**src/rtl/twi_mon_pkg.sv**
```systemverilog
// Shared types and byte-selection helpers for the TWI monitor transmit path.
package twi_mon_pkg;

  typedef enum logic [1:0] {
    TAG_FRAME = 2'd0,
    TAG_START = 2'd1,
    TAG_STOP  = 2'd2
  } entry_tag_t;

  typedef struct packed {
    entry_tag_t  tag;
    logic [17:0] payload;
  } tx_entry_t;

  typedef enum logic [2:0] {
    IDLE,
    LOAD,
    PULSE,
    WAIT_HI,
    WAIT_LO
  } tx_sched_state_t;

  localparam logic [1:0] FRAME_LAST_IDX = 2'd2;

  // Frame layout is {addr[6:0], rw, ack0, data[7:0], ack1}; acks travel together in the last byte.
  function automatic logic [7:0] select_byte(input entry_tag_t tag,
                                             input logic [17:0] payload,
                                             input logic [1:0] idx,
                                             input logic [7:0] start_mark,
                                             input logic [7:0] stop_mark);
    logic [7:0] b;
    b = 8'h00;
    case (tag)
      TAG_FRAME: begin
        case (idx)
          2'd0:    b = payload[17:10];
          2'd1:    b = payload[8:1];
          default: b = {6'b0, payload[9], payload[0]};
        endcase
      end
      TAG_START: b = start_mark;
      TAG_STOP:  b = stop_mark;
      default:   b = 8'h00;
    endcase
    return b;
  endfunction

  function automatic logic is_last_byte(input entry_tag_t tag, input logic [1:0] idx);
    return (tag != TAG_FRAME) || (idx == FRAME_LAST_IDX);
  endfunction

endpackage

```
**src/rtl/twi_entry_fifo.sv**
```systemverilog
// Synchronous FIFO of tagged transmit entries; head entry is visible combinationally.
module twi_entry_fifo
  import twi_mon_pkg::*;
#(
  parameter int DEPTH = 4
) (
  input  logic                     clk,
  input  logic                     reset,
  input  logic                     push,
  input  tx_entry_t                wdata,
  input  logic                     pop,
  output tx_entry_t                rdata,
  output logic                     full,
  output logic                     empty,
  output logic [$clog2(DEPTH):0]   level
);

  localparam int AW = $clog2(DEPTH);
  localparam int LW = AW + 1;

  tx_entry_t         mem_q [DEPTH];
  logic [AW-1:0]     wr_ptr_q, wr_ptr_d;
  logic [AW-1:0]     rd_ptr_q, rd_ptr_d;
  logic [LW-1:0]     level_q, level_d;
  logic              push_ok, pop_ok;

  assign full    = (level_q == LW'(DEPTH));
  assign empty   = (level_q == '0);
  assign level   = level_q;
  assign rdata   = mem_q[rd_ptr_q];
  assign pop_ok  = pop & ~empty;
  // A push into a full FIFO is still legal when the head leaves in the same cycle.
  assign push_ok = push & (~full | pop_ok);

  always_comb begin
    wr_ptr_d = wr_ptr_q;
    rd_ptr_d = rd_ptr_q;
    level_d  = level_q;
    if (push_ok) wr_ptr_d = wr_ptr_q + AW'(1);
    if (pop_ok)  rd_ptr_d = rd_ptr_q + AW'(1);
    if (push_ok && !pop_ok)      level_d = level_q + LW'(1);
    else if (!push_ok && pop_ok) level_d = level_q - LW'(1);
  end

  always_ff @(posedge clk) begin
    if (reset) begin
      wr_ptr_q <= '0;
      rd_ptr_q <= '0;
      level_q  <= '0;
    end else begin
      wr_ptr_q <= wr_ptr_d;
      rd_ptr_q <= rd_ptr_d;
      level_q  <= level_d;
    end
  end

  always_ff @(posedge clk) begin
    if (push_ok) mem_q[wr_ptr_q] <= wdata;
  end

endmodule

```
**src/rtl/twi_tx_scheduler.sv**
```systemverilog
// Orders captured TWI frames and start/stop events into one FIFO and feeds them to the UART a byte at a time.
module twi_tx_scheduler
  import twi_mon_pkg::*;
#(
  parameter int         DEPTH      = 4,
  parameter logic [7:0] START_MARK = 8'h53,
  parameter logic [7:0] STOP_MARK  = 8'h50
) (
  input  logic                   clk,
  input  logic                   reset,
  input  logic                   enable,
  input  logic                   frame_valid,
  input  logic [17:0]            frame_data,
  input  logic                   start_evt,
  input  logic                   stop_evt,
  input  logic                   tx_busy,
  output logic                   tx_start,
  output logic [7:0]             tx_data,
  output logic [$clog2(DEPTH):0] fifo_level,
  output logic [7:0]             drop_count
);

  tx_sched_state_t state_q, state_d;
  entry_tag_t      tag_q, tag_d;
  logic [17:0]     payload_q, payload_d;
  logic [1:0]      byte_idx_q, byte_idx_d;
  logic            wait_cnt_q, wait_cnt_d;
  logic [7:0]      tx_data_q, tx_data_d;
  logic            start_pend_q, start_pend_d;
  logic            stop_pend_q, stop_pend_d;
  logic [7:0]      drop_q, drop_d;

  tx_entry_t       wr_entry, head;
  logic            wr_req, sel_start, sel_stop;
  logic            fifo_push, fifo_pop, fifo_full, fifo_empty;
  logic            wr_drop, start_dup, stop_dup;
  logic [1:0]      drop_inc;
  logic [8:0]      drop_sum;

  twi_entry_fifo #(.DEPTH(DEPTH)) u_fifo (
    .clk   (clk),
    .reset (reset),
    .push  (fifo_push),
    .wdata (wr_entry),
    .pop   (fifo_pop),
    .rdata (head),
    .full  (fifo_full),
    .empty (fifo_empty),
    .level (fifo_level)
  );

  // Single write port: a frame always wins, then a pending stop, then a pending start.
  always_comb begin
    wr_req    = 1'b0;
    sel_start = 1'b0;
    sel_stop  = 1'b0;
    wr_entry  = '{tag: TAG_FRAME, payload: '0};
    if (enable) begin
      if (frame_valid) begin
        wr_req           = 1'b1;
        wr_entry.payload = frame_data;
      end else if (stop_pend_q) begin
        wr_req       = 1'b1;
        sel_stop     = 1'b1;
        wr_entry.tag = TAG_STOP;
      end else if (start_pend_q) begin
        wr_req       = 1'b1;
        sel_start    = 1'b1;
        wr_entry.tag = TAG_START;
      end
    end
  end

  assign fifo_pop  = (state_q == IDLE) & enable & ~fifo_empty & ~tx_busy;
  assign wr_drop   = wr_req & fifo_full & ~fifo_pop;
  assign fifo_push = wr_req & ~wr_drop;

  // A flag being consumed this cycle can be re-armed by a fresh event without loss.
  assign start_dup    = start_evt & start_pend_q & ~sel_start;
  assign stop_dup     = stop_evt & stop_pend_q & ~sel_stop;
  assign start_pend_d = start_evt | (start_pend_q & ~sel_start);
  assign stop_pend_d  = stop_evt | (stop_pend_q & ~sel_stop);

  assign drop_inc = 2'(wr_drop) + 2'(start_dup) + 2'(stop_dup);
  assign drop_sum = 9'(drop_q) + 9'(drop_inc);
  assign drop_d   = drop_sum[8] ? 8'hFF : drop_sum[7:0];

  always_comb begin
    state_d    = state_q;
    tag_d      = tag_q;
    payload_d  = payload_q;
    byte_idx_d = byte_idx_q;
    wait_cnt_d = wait_cnt_q;
    tx_data_d  = tx_data_q;
    tx_start   = 1'b0;
    case (state_q)
      IDLE: begin
        if (fifo_pop) begin
          tag_d      = head.tag;
          payload_d  = head.payload;
          byte_idx_d = 2'd0;
          state_d    = LOAD;
        end
      end
      LOAD: begin
        tx_data_d = select_byte(tag_q, payload_q, byte_idx_q, START_MARK, STOP_MARK);
        state_d   = PULSE;
      end
      PULSE: begin
        if (!tx_busy) begin
          tx_start   = 1'b1;
          wait_cnt_d = 1'b0;
          state_d    = WAIT_HI;
        end
      end
      // Give up on seeing busy after two cycles so a missed handshake cannot stall the queue.
      WAIT_HI: begin
        if (tx_busy || wait_cnt_q) state_d = WAIT_LO;
        else wait_cnt_d = 1'b1;
      end
      WAIT_LO: begin
        if (!tx_busy) begin
          if (is_last_byte(tag_q, byte_idx_q)) begin
            state_d = IDLE;
          end else begin
            byte_idx_d = byte_idx_q + 2'd1;
            state_d    = LOAD;
          end
        end
      end
      default: state_d = IDLE;
    endcase
  end

  always_ff @(posedge clk) begin
    if (reset) begin
      state_q      <= IDLE;
      tag_q        <= TAG_FRAME;
      payload_q    <= '0;
      byte_idx_q   <= '0;
      wait_cnt_q   <= 1'b0;
      tx_data_q    <= '0;
      start_pend_q <= 1'b0;
      stop_pend_q  <= 1'b0;
      drop_q       <= '0;
    end else begin
      state_q      <= state_d;
      tag_q        <= tag_d;
      payload_q    <= payload_d;
      byte_idx_q   <= byte_idx_d;
      wait_cnt_q   <= wait_cnt_d;
      tx_data_q    <= tx_data_d;
      start_pend_q <= start_pend_d;
      stop_pend_q  <= stop_pend_d;
      drop_q       <= drop_d;
    end
  end

  assign tx_data    = tx_data_q;
  assign drop_count = drop_q;

endmodule

```
**config.mk**
```make
export PLATFORM = sky130hd
export DESIGN_NAME = twi_tx_scheduler
export DESIGN_NICKNAME = d
export VERILOG_FILES = /design/src/rtl/twi_mon_pkg.sv /design/src/rtl/twi_entry_fifo.sv /design/src/rtl/twi_tx_scheduler.sv
export SDC_FILE = /design/constraint.sdc
export NUM_CORES = 1
export LEC_CHECK = 0
export BUFFER_PORTS_ARGS = -buffer_cell sky130_fd_sc_hd__buf_2
export CORE_MARGIN = 2
export CORE_UTILIZATION = 59
export CTS_CLUSTER_SIZE = 8
export DETAILED_ROUTE_END_ITERATION = 12
export PLACE_DENSITY = 0.84
export SYNTH_ARGS = -nofsm -noshare
export SYNTH_HDL_FRONTEND = slang
export SYNTH_SLANG_ARGS = --single-unit
export TNS_END_PERCENT = 10
```
**constraint.sdc**
```tcl
create_clock -name clk -period 3.71 [get_ports clk]
set_clock_uncertainty 0.15 [all_clocks]
set_input_delay 0.1855 -clock clk [delete_from_list [all_inputs] [get_ports clk]]
set_output_delay 0.1855 -clock clk [all_outputs]
set_load 0.05 [all_outputs]
```
==> metrics.txt, run 1 <==
setup tns final=0 ns; Worst Max-Slew Pin Slew=between 1 and 1.5 ns; Mapped Cells=428; synth top area cells=edfxtp_1, dfxtp_1, mux4_2; most frequent cells in the layout=edfxtp_1, dfxtp_1, buf_2, a21oi_1, nand3_1; clk root buf=clkbuf_8; status=completed; Critical Path RT=3.91 ns; CTS H-tree lvls=4; CTS Buf Count=17; I/O Buffers=44; Chip Width=101 um; final WL=between 10000 and 15000 um; most common cell after layout, fill and taps aside=edfxtp_1; #FFs+latches synth=131; DP Area=5840 um^2; Pint=3.01 mW; share of cells above drive strength 1=0.217; Clock Latency Late Sink=0.52 ns; unrepaired setup endpoints after global routing=false; Relative slew margins=0.243; DRC viols=0; count of final max-slew check failures=0; async set-or-reset flop fraction in the synthesized netlist=0; Pleak=2.46 nW; CP startpoint kind=flip-flop; Net Count, Synth=468; switching power=1.23 mW; largest net degree at the start of global routing=51; CTS tree=built; Yosys top cell area share=0.434; FF-to-FF setup slack=~0.44 ns; Worst setup EP type=flip-flop; Syn-to-layout area delta=20.2%; worst path arrival time=between 3 and 4 ns; power per cell area=637 nW/um^2; Most used DFF post-synth=edfxtp_1; hpwl dp=6700 um; Finished Core Util=0.727; switching part of the total power=0.291; Worst R2R Path Depth=9; final std cell area, no fill=about 6700 um^2; Mean Syn Cell Area=12.9 um^2; routed vias/inst=6.25; # IOs=between 40 and 50; sequential share of the synthesized area=0.618; Final Hold Viols=0; die area=roughly 10000 um^2; Peak VDD IR=0.362 mV; ant diodes=0; Ys Warns=0; DIE HEIGHT=about 100 um; synthesized area=5540 um^2; RePlAce Congestion=0.773; Worst Hold Depth=2; EDFF count, synth=80; DRT iter0 DRCs=374; max_cap viols=0; clk buf depth=2; Crit Path Max Fanout=12; period utilisation layout=0.880; DR pass1 iterations=5; sequential group share of total power=0.417; ANT nets after route=0; number of library cell types mapped by synthesis=46; setup repair bufs after CTS=0; first-pass GRT wire length=between 15000 and 20000 um; min-delay src=frame_valid; setup violators final=0; Clock Sinks=131; GRT Total Usage=0.256; min Tclk post-route=3.27 ns; Initial Util=0.605; initial antenna violation count=0; fmax=306 MHz; combinational power share=0.180; per-cell routed wire length=19.7 um; core area=about 9200 um^2; row count=35; clock power share=0.403; RR Endpoint=drop_count[0]; Reg clk slew, reported paths=about 0.060 ns; worst reg2reg startpoint=state_q[2]; CP Class=flip-flop to flip-flop; Nets=530; Hold Crit Class=primary input to flip-flop; most area-hungry cell type in the Yosys netlist=edfxtp_1; via count=3840; gr ovfl total=0; number of global-route vias before repair=3709; Hold Path Sink=u_fifo.mem_q[2][11]
per-stage QoR:
step                cells  power [mW]  hold WS, ns  worst slack (ns)
floorplan             428        2.33        0.153             0.590
global placement      561        2.48        0.273             0.574
detailed placement    561        2.52        0.295             0.445
CTS                   614        4.25        0.113             0.484
global route          614        4.40        0.151             0.297
finish                614        4.24        0.126             0.444
layer usage:
metal,vias to the layer above,global-route usage,part of all wire,routed length (um)
met3,28,0.0749,0.066,793
met2,177,0.424,0.51,6140
met4,0,0.0790,0.019,228
li1,1746,-,-,-
met5,-,0,0,0
met1,1889,0.330,0.41,4920
registers in the layout (all words and copies together) (netlist names):
name,cells
u_fifo.mem_q,80
payload_q,18
drop_count,8
tx_data,8
state_q,3
u_fifo.level,3
byte_idx_q,2
tag_q,2
u_fifo.rd_ptr_q,2
u_fifo.wr_ptr_q,2
start_pend_q,1
stop_pend_q,1
wait_cnt_q,1
synthesized netlist by cell type (3+ instances only):
library cell / count
and2_1: 6
inv_1: 18
mux4_2: 20
o21ai_0: 28
and3_1: 20
nor2_1: 15
nor3_1: 3
edfxtp_1: 80
a21oi_1: 41
nand2_1: 9
buf_2: 8
mux2i_1: 3
fa_1: 3
o21ai_1: 4
nand3_1: 29
or3_1: 6
dfxtp_1: 51
nor2b_1: 3
nor3b_1: 7
a22o_1: 8
ha_1: 12
a31oi_1: 3
clkbuf_1: 21
layout make-up:
class	count	area [um^2]
repair buffers	73	490
multi-input cells	249	1930
fillers	559	2490
well taps	111	139
inverters	18	67.6
clock inverters	15	196
flip-flops and latches	131	3420
clock buffers	17	414
power by group through the flow:
stage	Combinational, mW	Sequential, mW	Clock (mW)
2_1_floorplan	0.482	1.84	0
3_3_place_gp	0.703	1.78	0
3_5_place_dp	0.727	1.79	0
4_1_cts	0.765	1.76	1.72
5_1_grt	0.824	1.78	1.80
6_report	0.763	1.77	1.71
kinds of logic after synthesis:
| kind of cell | after synthesis | share of synthesized area |
|---|---|---|
| adder cells (fa/ha/maj) | 15 | 0.0380 |
| buffers and inverters | 48 | 0.0357 |
| multiplexers | 24 | 0.0888 |
| XOR/XNOR | 3 | 0.00475 |
| flip-flops | 131 | 0.618 |
| AO/OA/AOI/OAI | 98 | 0.105 |
| AND/OR/NAND/NOR | 109 | 0.109 |
how the worst max path moves through the flow:
stage	start	to	slack, ns	cells past startpoint
global placement	enable	drop_count[5]	0.57	10
global route	state_q[2]	drop_count[0]	0.30	9
finish	state_q[2]	drop_count[0]	0.44	9
CTS	state_q[2]	drop_count[0]	0.48	9
floorplan	u_fifo.level[0]	drop_count[6]	0.59	10
detailed placement	enable	drop_count[0]	0.44	10
worst max-delay path: stages, from the launching register on:
cell,delay [ns]
dfxtp_1,0.55
nor4_2,0.13
or3_1,0.42
fa_1,0.54
inv_1,0.06
ha_1,0.23
fa_1,0.45
and4_1,0.23
nand3_1,0.21
a21oi_1,0.13
timing repair:
| action | in CTS | in global routing |
|---|---|---|
| endpoints found under the hold margin | 80 | 0 |
| hold buffers | 21 | 0 |
| endpoints found under the setup margin | 0 | 0 |
| resized for setup | 0 | 0 |
Note: power is estimated with default switching activity, not from simulation.
==> inputs of run 2 (changes only) <==
==> constraint.sdc (replaced) <==
create_clock -name clk -period 3.45 [get_ports clk]
set_clock_uncertainty 0.15 [all_clocks]
set_input_delay 0.1725 -clock clk [delete_from_list [all_inputs] [get_ports clk]]
set_output_delay 0.1725 -clock clk [all_outputs]
set_load 0.05 [all_outputs]
==> run 2 against run 1 <==
Net effect:
- combinational power is 6.4% higher
- via count increased by 0.13%
- die area is the same
- first-iteration DRC count decreased by 23%
- count of clock-buffer cells in the layout increased by 1
- clock power rose by 9%
- final cell count is 0.33% higher
- worst setup slack worse by 0.20 ns
- sequential power up 8%
- critical endpoint is now drop_count[6]
==> metrics.txt, run 2 (synthesized netlist as in run 1, its figures left out) <==
status=completed; pre-CTS setup slack=0.315 ns; CTS H-tree lvls=4; initial antenna violation count=0; RePlAce Congestion=0.828; Most flops, register=u_fifo.mem_q; Reg clk slew, reported paths=0.06 ns; FF-to-FF setup slack=0.24 ns; Worst R2R Path Depth=9; first-pass GRT wire length=19200 um; fin worst setup slack=0.241 ns; gr ovfl total=0; largest net degree at the start of global routing=51; per-cell routed wire length=19.4 um; Chip Width=101 um; clk buf depth=2; CP startpoint kind=flip-flop; DRC viols=0; min Tclk post-route=approximately 3.2 ns; CTS tree=built; most common cell after layout, fill and taps aside=edfxtp_1; # IOs=45; Clock Sinks=roughly 130; setup repair bufs after CTS=0; I/O Buffers=44; Hold Path Sink=u_fifo.mem_q[0][16]; min-delay src=frame_valid; setup tns final=0 ns; Worst Max-Slew Pin Slew=about 1.1 ns; Peak VDD IR=roughly 0.45 mV; Crit Path Max Fanout=12; DRT iter0 DRCs=around 290; routed vias/inst=6.24; worst reg2reg startpoint=state_q[2]; power per cell area=between 600 and 700 nW/um^2; final WL=11900 um; row count=35; Nets=~530; Clock Latency Late Sink=0.52 ns; most used routing layer=met2; unrepaired setup endpoints after global routing=false; Relative slew margins=0.267; Tot Pwr=4.58 mW; Initial Util=0.605; CTS Hold Bufs=22; max FFs per register=80; clk root buf=clkbuf_8; most frequent cells in the layout=edfxtp_1, dfxtp_1, buf_2, a21oi_1, nand3_1; CP Class=flip-flop to flip-flop; period utilisation layout=0.930; RR Endpoint=drop_count[6]; Critical Path RT=3.72 ns; worst path arrival time=3.48 ns; Final Hold Viols=0; # placed instances=~560; GRT Total Usage=0.252; Pleak=2.47 nW; Hold Crit Class=primary input to flip-flop; max_cap viols=0; fin cells=616; met1 Usage GRT=0.307; Syn-to-layout area delta=20.7%; Top Registers=u_fifo.mem_q (80), payload_q (18); CTS Buf Count=17; Worst Hold Depth=2; hold_ws=roughly 0.12 ns; met2 Usage GRT=0.423; count of final max-slew check failures=0; met3 usage=0.0770; DR pass1 iterations=5; ANT nets after route=0; post_cts resized=0; hpwl dp=a little under 7000 um; setup violators final=0; ant diodes=0; Worst setup EP type=flip-flop; via count=3845; core area=9150 um^2; number of global-route vias before repair=3813; share of cells above drive strength 1=0.216; die area=10200 um^2; fmax=between 300 and 400 MHz; DIE HEIGHT=101 um
run 2: per-stage QoR:
stage,utilization,area [um^2]
3_5_place_dp,0.639,5840
6_report,0.730,6680
4_1_cts,0.730,6680
2_1_floorplan,-,5540
3_3_place_gp,0.639,5840
5_1_grt,0.730,6680
run 2: worst max-delay path by stage:
stage / start / to / slack (ns) / cells after the start
floorplan: u_fifo.level[0] / drop_count[6] / 0.33 / 10
global placement: frame_valid / drop_count[5] / 0.38 / 10
detailed placement: frame_valid / drop_count[6] / 0.31 / 10
CTS: state_q[2] / drop_count[6] / 0.25 / 9
global route: u_fifo.level[0] / drop_count[6] / 0.08 / 10
finish: state_q[2] / drop_count[6] / 0.24 / 9
run 2: final cells by class:
cell class | count | area, um^2
flip-flops and latches | 131 | 3420
fillers | 551 | 2470
multi-input cells | 249 | 1930
repair buffers | 75 | 508
clock buffers | 18 | 418
clock inverters | 14 | 201
well taps | 111 | 139
inverters | 18 | 67.6
run 2: layer usage:
| layer | vias to the layer above | share of wire |
|---|---|---|
| met3 | 24 | 0.069 |
| met2 | 170 | 0.52 |
| li1 | 1746 | - |
| met1 | 1905 | 0.40 |
| met5 | - | 0 |
| met4 | 0 | 0.015 |
run 2: critical path, cell delays in order, from the launching register on:
cell and delay, ns:
dfxtp_1 0.55, nor4_2 0.12, or3_1 0.39, fa_1 0.53, inv_1 0.05, ha_1 0.26
fa_1 0.47, and4_1 0.22, and4b_1 0.18, nor3_1 0.20
run 2: power breakdown:
part	leakage [nW]	switching, mW	internal, mW	total, mW
Combinational	1.01	0.503	0.309	0.812
Sequential	1.16	0.105	1.80	1.91
Clock	0.297	0.672	1.18	1.86
Total	2.47	1.28	3.29	4.58
